### config.mk
export PLATFORM = sky130hd
export DESIGN_NAME = morph_stream_filter
export DESIGN_NICKNAME = d
export VERILOG_FILES = /design/src/rtl/morph_pkg.sv /design/src/rtl/morph_line_buffer.sv /design/src/rtl/morph_stream_filter.sv
export SDC_FILE = /design/constraint.sdc
export NUM_CORES = 2
export LEC_CHECK = 0
export CORE_MARGIN = 2
export CORE_UTILIZATION = 40
export CTS_CLUSTER_DIAMETER = 30
export CTS_CLUSTER_SIZE = 24
export DETAILED_ROUTE_END_ITERATION = 6
export GPL_TIMING_DRIVEN = 0
export MAX_ROUTING_LAYER = met4
export PLACE_DENSITY = 0.54
export SLEW_MARGIN = 10
export SYNTH_ARGS = -nofsm -noshare
export SYNTH_HDL_FRONTEND = slang
export SYNTH_SLANG_ARGS = --single-unit
### constraint.sdc
create_clock -name clk -period 10.65 [get_ports clk]
set_input_delay 2.6625 -clock clk [delete_from_list [all_inputs] [get_ports clk]]
set_output_delay 2.6625 -clock clk [all_outputs]
set_load 0.1 [all_outputs]
### src/rtl/morph_pkg.sv
// Shared constants, sideband tag and min/max helpers for the streaming morphology filter.
package morph_pkg;
    localparam int   PIX_MAX     = 32;
    localparam logic MODE_ERODE  = 1'b0;
    localparam logic MODE_DILATE = 1'b1;

    typedef struct packed {
        logic sof;
        logic eol;
        logic last;
    } morph_tag_t;

    // Value that can never win the reduction for the given mode.
    function automatic logic [PIX_MAX-1:0] neutral(input logic mode);
        return (mode == MODE_DILATE) ? {PIX_MAX{1'b0}} : {PIX_MAX{1'b1}};
    endfunction

    function automatic logic [PIX_MAX-1:0] minmax(input logic [PIX_MAX-1:0] a,
                                                 input logic [PIX_MAX-1:0] b,
                                                 input logic mode);
        if (mode == MODE_DILATE)
            return (a > b) ? a : b;
        return (a < b) ? a : b;
    endfunction
endpackage

### src/rtl/morph_line_buffer.sv
// K-1 line delay cascade; row i holds the pixels of line vr-1-i at the same column.
module morph_line_buffer #(
    parameter int DATA_W = 8,
    parameter int ROWS   = 4,
    parameter int DEPTH  = 64,
    parameter int AW     = $clog2(DEPTH)
) (
    input  logic                         clk,
    input  logic                         we,
    input  logic [AW-1:0]                addr,
    input  logic [DATA_W-1:0]            din,
    output logic [ROWS-1:0][DATA_W-1:0]  dout
);
    logic [DATA_W-1:0] mem [ROWS][DEPTH];

    always_comb begin
        for (int i = 0; i < ROWS; i++) dout[i] = mem[i][addr];
    end

    always_ff @(posedge clk) begin
        if (we) begin
            mem[0][addr] <= din;
            for (int i = 1; i < ROWS; i++) mem[i][addr] <= mem[i-1][addr];
        end
    end
endmodule

### src/rtl/morph_stream_filter.sv
// Streaming KxK grey-scale erode/dilate with self-flushing raster scan and 2-stage reduce pipe.
module morph_stream_filter
    import morph_pkg::*;
#(
    parameter int DATA_W = 8,
    parameter int K      = 5,
    parameter int IMG_W  = 64,
    parameter int IMG_H  = 64
) (
    input  logic              clk,
    input  logic              rst_n,
    input  logic              mode,
    input  logic              in_valid,
    output logic              in_ready,
    input  logic [DATA_W-1:0] in_data,
    input  logic              in_sof,
    output logic              out_valid,
    input  logic              out_ready,
    output logic [DATA_W-1:0] out_data,
    output logic              out_sof,
    output logic              out_eol,
    output logic              busy,
    output logic              sof_err
);
    localparam int R  = (K - 1) / 2;
    localparam int CW = $clog2(IMG_W + R);
    localparam int RW = $clog2(IMG_H + R);
    localparam int AW = $clog2(IMG_W);

    logic [RW-1:0] vr;
    logic [CW-1:0] vc;
    int            vri, vci;
    logic          en, real_pos, origin, step, acc, lb_we, mode_q, mode_cur, m1, vld_s0;
    logic [2:1]    vld_pipe;
    logic [DATA_W-1:0] neut, red;
    logic [K-2:0][DATA_W-1:0]          lb_rd;
    logic [K-1:0][DATA_W-1:0]          taps, col_cur, row_d, row_q;
    logic [K-2:0][K-1:0][DATA_W-1:0]   win;
    morph_tag_t    tag_d, tag1, tag2;

    assign vri      = int'(vr);
    assign vci      = int'(vc);
    assign en       = !(vld_pipe[2] && !out_ready);
    assign real_pos = (vri < IMG_H) && (vci < IMG_W);
    assign origin   = (vr == '0) && (vc == '0);
    assign in_ready = real_pos && en;
    assign acc      = in_valid && in_ready;
    // Pad positions advance on their own so the frame tail flushes without extra input.
    assign step     = en && (real_pos ? in_valid : 1'b1);
    assign lb_we    = step && (vci < IMG_W);
    assign mode_cur = origin ? mode : mode_q;
    assign neut     = DATA_W'(neutral(mode_cur));
    assign taps     = {lb_rd, in_data};

    assign vld_s0   = step && (vri >= R) && (vci >= R);
    assign tag_d.sof  = vld_s0 && (vri == R) && (vci == R);
    assign tag_d.eol  = vld_s0 && (vci == IMG_W + R - 1);
    assign tag_d.last = tag_d.eol && (vri == IMG_H + R - 1);

    assign out_valid = vld_pipe[2];
    assign out_sof   = tag2.sof;
    assign out_eol   = tag2.eol;

    morph_line_buffer #(.DATA_W(DATA_W), .ROWS(K-1), .DEPTH(IMG_W), .AW(AW)) u_lb (
        .clk  (clk),
        .we   (lb_we),
        .addr (vc[AW-1:0]),
        .din  (in_data),
        .dout (lb_rd)
    );

    // Taps above the frame hold stale lines from the previous frame, so mask by row as well.
    always_comb begin
        for (int j = 0; j < K; j++)
            col_cur[j] = ((vci < IMG_W) && (vri >= j) && (vri - j < IMG_H)) ? taps[j] : neut;
        for (int r = 0; r < K; r++) begin
            row_d[r] = col_cur[r];
            for (int c = 0; c < K - 1; c++)
                row_d[r] = DATA_W'(minmax(PIX_MAX'(row_d[r]), PIX_MAX'(win[c][r]), mode_cur));
        end
        red = row_q[0];
        for (int r = 1; r < K; r++)
            red = DATA_W'(minmax(PIX_MAX'(red), PIX_MAX'(row_q[r]), m1));
    end

    always_ff @(posedge clk or negedge rst_n) begin
        if (!rst_n) begin
            vr       <= '0;
            vc       <= '0;
            mode_q   <= MODE_ERODE;
            win      <= '0;
            row_q    <= '0;
            m1       <= MODE_ERODE;
            out_data <= '0;
            vld_pipe <= '0;
            tag1     <= '0;
            tag2     <= '0;
            busy     <= 1'b0;
            sof_err  <= 1'b0;
        end else begin
            if (step) begin
                if (origin) mode_q <= mode;
                if (vci == IMG_W + R - 1) begin
                    vc <= '0;
                    vr <= (vri == IMG_H + R - 1) ? '0 : vr + RW'(1);
                end else begin
                    vc <= vc + CW'(1);
                end
                win[0] <= col_cur;
                for (int c = 1; c < K - 1; c++) win[c] <= win[c-1];
            end
            if (en) begin
                vld_pipe <= {vld_pipe[1], vld_s0};
                tag1     <= tag_d;
                tag2     <= vld_pipe[1] ? tag1 : '0;
                row_q    <= row_d;
                m1       <= mode_cur;
                out_data <= red;
            end
            if (acc && origin)
                busy <= 1'b1;
            else if (vld_pipe[2] && out_ready && tag2.last)
                busy <= 1'b0;
            if (acc && (in_sof != origin))
                sof_err <= 1'b1;
        end
    end
endmodule

==> impl_metrics.toml <==
[routing]
ant_nets = 0
routed_wl_mm = 464
vias = 71911
drt_iter0_markers = 13752
drcViolationCount = 13
vias_per_cell = 6.70
wl_per_cell_um = 43.2
drt-pass1-iter-count = 7

[critical_path]
r2r_cells = 43
path_class = "register to register"
crit_arrival_ps = 11500
crit_fanout = 10
r2r_slack_ps = 30
cp-end-kind = "register"
reg2reg_from = "vc[4]"
crit_path_start_kind = "register"
cpMostUsedCell = "ha_1"
r2r_end = "row_q[14]"
max_stage_delay_ps = 680
required_ps = 11530
crit_path_top_delay_cell = "clkbuf_2"
setup.worst_path.start = "vc[4]"

[clock_tree]
cts_hold_buffers = 0
insertion_delay_ps = 1040
cts_buffer_depth = 4
cts.reportedPaths.clkPinSlew_ps = 50
clock-sinks = 2282
htreeDepth = 5
cts-root-buf = "clkbuf_16"
numCtsBuffers = 479
cts_tree = "done"

[placement]
hpwlAfterDp_mm = 296
numPortBuffers = 27
dpl_cell_area_mm2 = 0.106
pre_cts_slack_ps = -4480
place_congestion = 0.942

[sta]
setup_viol = 0
period_share = 0.997
fmax_mhz = 94.2
finalMaxSlewViolations = 0
fin_hold_ws_ps = 454
timing_hold_violations_final = 0
setup_ws_ps = 32.5
period_minus_slack_ps = 10620
finalClockSkew_ps = 112
rsz0062_at_grt = "yes"
worst_slew_pin_slew_ps = 1280
fin_setup_tns_ps = 0
max_slew_margin = 0.143

[yosys]
ys_warn_count = 0
ys_types = 101
postSynthAreaPerCell_um2 = 15.8
synth_seq_cells = 2282
synth-main-ff-cell = "edfxtp_1"
seq_area_frac_synth = 0.697
syn_nets = 6325
syn_area_mm2 = 0.0966
async_flop_share = 0.103
synth_edf_count = 2048
syn_inst = 6110

[min_path]
hp-start = "win[119]"
holdCritPathClass = "register to register"
hold_end = "win[159]"
hold_path_depth = 2

[cells_and_area]
fill_cells = 18996
most-common-layout-cells = "2048 x edfxtp_1, 493 x clkbuf_16, 384 x mux2_2, 307 x nand2_1, 292 x buf_4"
stdcell_area_mm2 = 0.129
drive_gt1_frac = 0.333
area_growth_pct = 33.4
final_common_cell = "edfxtp_1"
final_nets = 7318

[outcome]
outcome = "finished with violations"
violations = "DRC"

[global_routing]
grt-ovfl-total = 0
use_met1 = 0.441
grt_pass1_wl_mm = 601
antenna_found_initial = 45
track_usage = 0.378
use_met2 = 0.529
first_global_vias = 66696
grtUsageMet3 = 0.162
grt_max_degree = 97
grt_busiest_layer = "met2"

[floorplan]
fp-row-count = 180
die_h_um = 495
pin_count = 28
die_w_um = 495
die_area_mm2 = 0.245
start_util = 0.402
core_region_area_mm2 = 0.240

[run]
cap_violations = 0
## timing repair
| item | in CTS | in global routing |
|---|---|---|
| buffers inserted | 128 | 126 |
| pin swaps | 42 | 96 |
| cloned | 14 | 13 |
| endpoints found under the setup margin | 48 | 48 |
| gates resized for setup | 695 | 332 |
## metrics by stage
stage / util / cells
3_3_place_gp: 0.421 / 9322
4_1_cts: 0.525 / 10552
6_report: 0.536 / 10730
3_5_place_dp: 0.443 / 9547
5_1_grt: 0.536 / 10718
2_1_floorplan: - / 6110
## state kept, by name, summed over array words and instances (netlist names)
register and cells:
m1 1, out_eol 1, win 160, vc 7, vr 7, vld_pipe 2, tag2 1, u_lb.mem 2048
row_q 40, tag1 3, out_data 8, sof_err 1, busy 1, mode_q 1, out_sof 1
## kinds of logic after synthesis
| group | count (synthesis) | synth area share |
|---|---|---|
| AOI/OAI and AO/OA | 1468 | 0.115 |
| xor gates and xnor gates | 6 | 0.000544 |
| adders and majority gates | 201 | 0.0260 |
| buffers and inverters | 638 | 0.0313 |
| DFF | 2282 | 0.697 |
| muxes | 608 | 0.0853 |
| and+or+nand+nor | 907 | 0.0449 |
## cell type report
class                   instances  area, um2  share of cell area
clock inverters               313       3520              0.0273
repair buffers                511       7090              0.0550
multi-input cells            3206      29000               0.225
diodes                         50        125            0.000971
plain buffers                 391       4330              0.0336
inverters                     232        890             0.00691
clock buffers                 560      12500              0.0973
flip-flops and latches       2282      67400               0.523
well taps                    3185       3990              0.0309
## how the worst max path moves through the flow
stage / endpoint / slack [ps] / cells after the start
after global placement: row_q[19] / -5810 / 46
after global routing: row_q[19] / -130 / 53
after floorplan: row_q[23] / -140 / 44
final: row_q[14] / 30 / 43
after detailed placement: row_q[36] / -4480 / 47
after CTS: row_q[14] / 30 / 50
## routing by layer
metal  up-vias  share of wire
li1      26967              -
met4         0          0.090
met1     36392           0.34
met2      6723           0.42
met3      1829           0.16
met5         -              0
## synth_stat cells, types with 34 or more instances
cell type / n / share of area
inv_1: 228 / 0.0089
nor2b_1: 34 / 0.0022
mux4_2: 131 / 0.031
buf_4: 66 / 0.0051
dfrtp_1: 234 / 0.061
o21ai_0: 207 / 0.011
nand4_1: 61 / 0.0040
clkbuf_1: 165 / 0.0064
mux2i_1: 76 / 0.0079
ha_1: 201 / 0.026
a22oi_1: 211 / 0.016
nor3_1: 51 / 0.0026
mux2_2: 391 / 0.046
nand2_1: 317 / 0.012
o221ai_1: 55 / 0.0050
a22o_1: 79 / 0.0072
a221oi_1: 193 / 0.018
a21oi_1: 119 / 0.0062
nor2_1: 236 / 0.0092
a221o_1: 165 / 0.017
o22ai_1: 135 / 0.0087
buf_2: 116 / 0.0060
nand3_1: 74 / 0.0038
edfxtp_1: 2048 / 0.64
## worst max-delay path, delay by kind of cell, from the launching register on
family	cells	cell delay [ps]
fa+ha+maj	4	1000
buf+inv	7	2010
mux	5	1600
compound gates	13	2370
simple gates	14	2990
flops	1	430
Power is not shown: default switching activity piles up to over one toggle a cycle in this logic, so the estimate is an artifact.
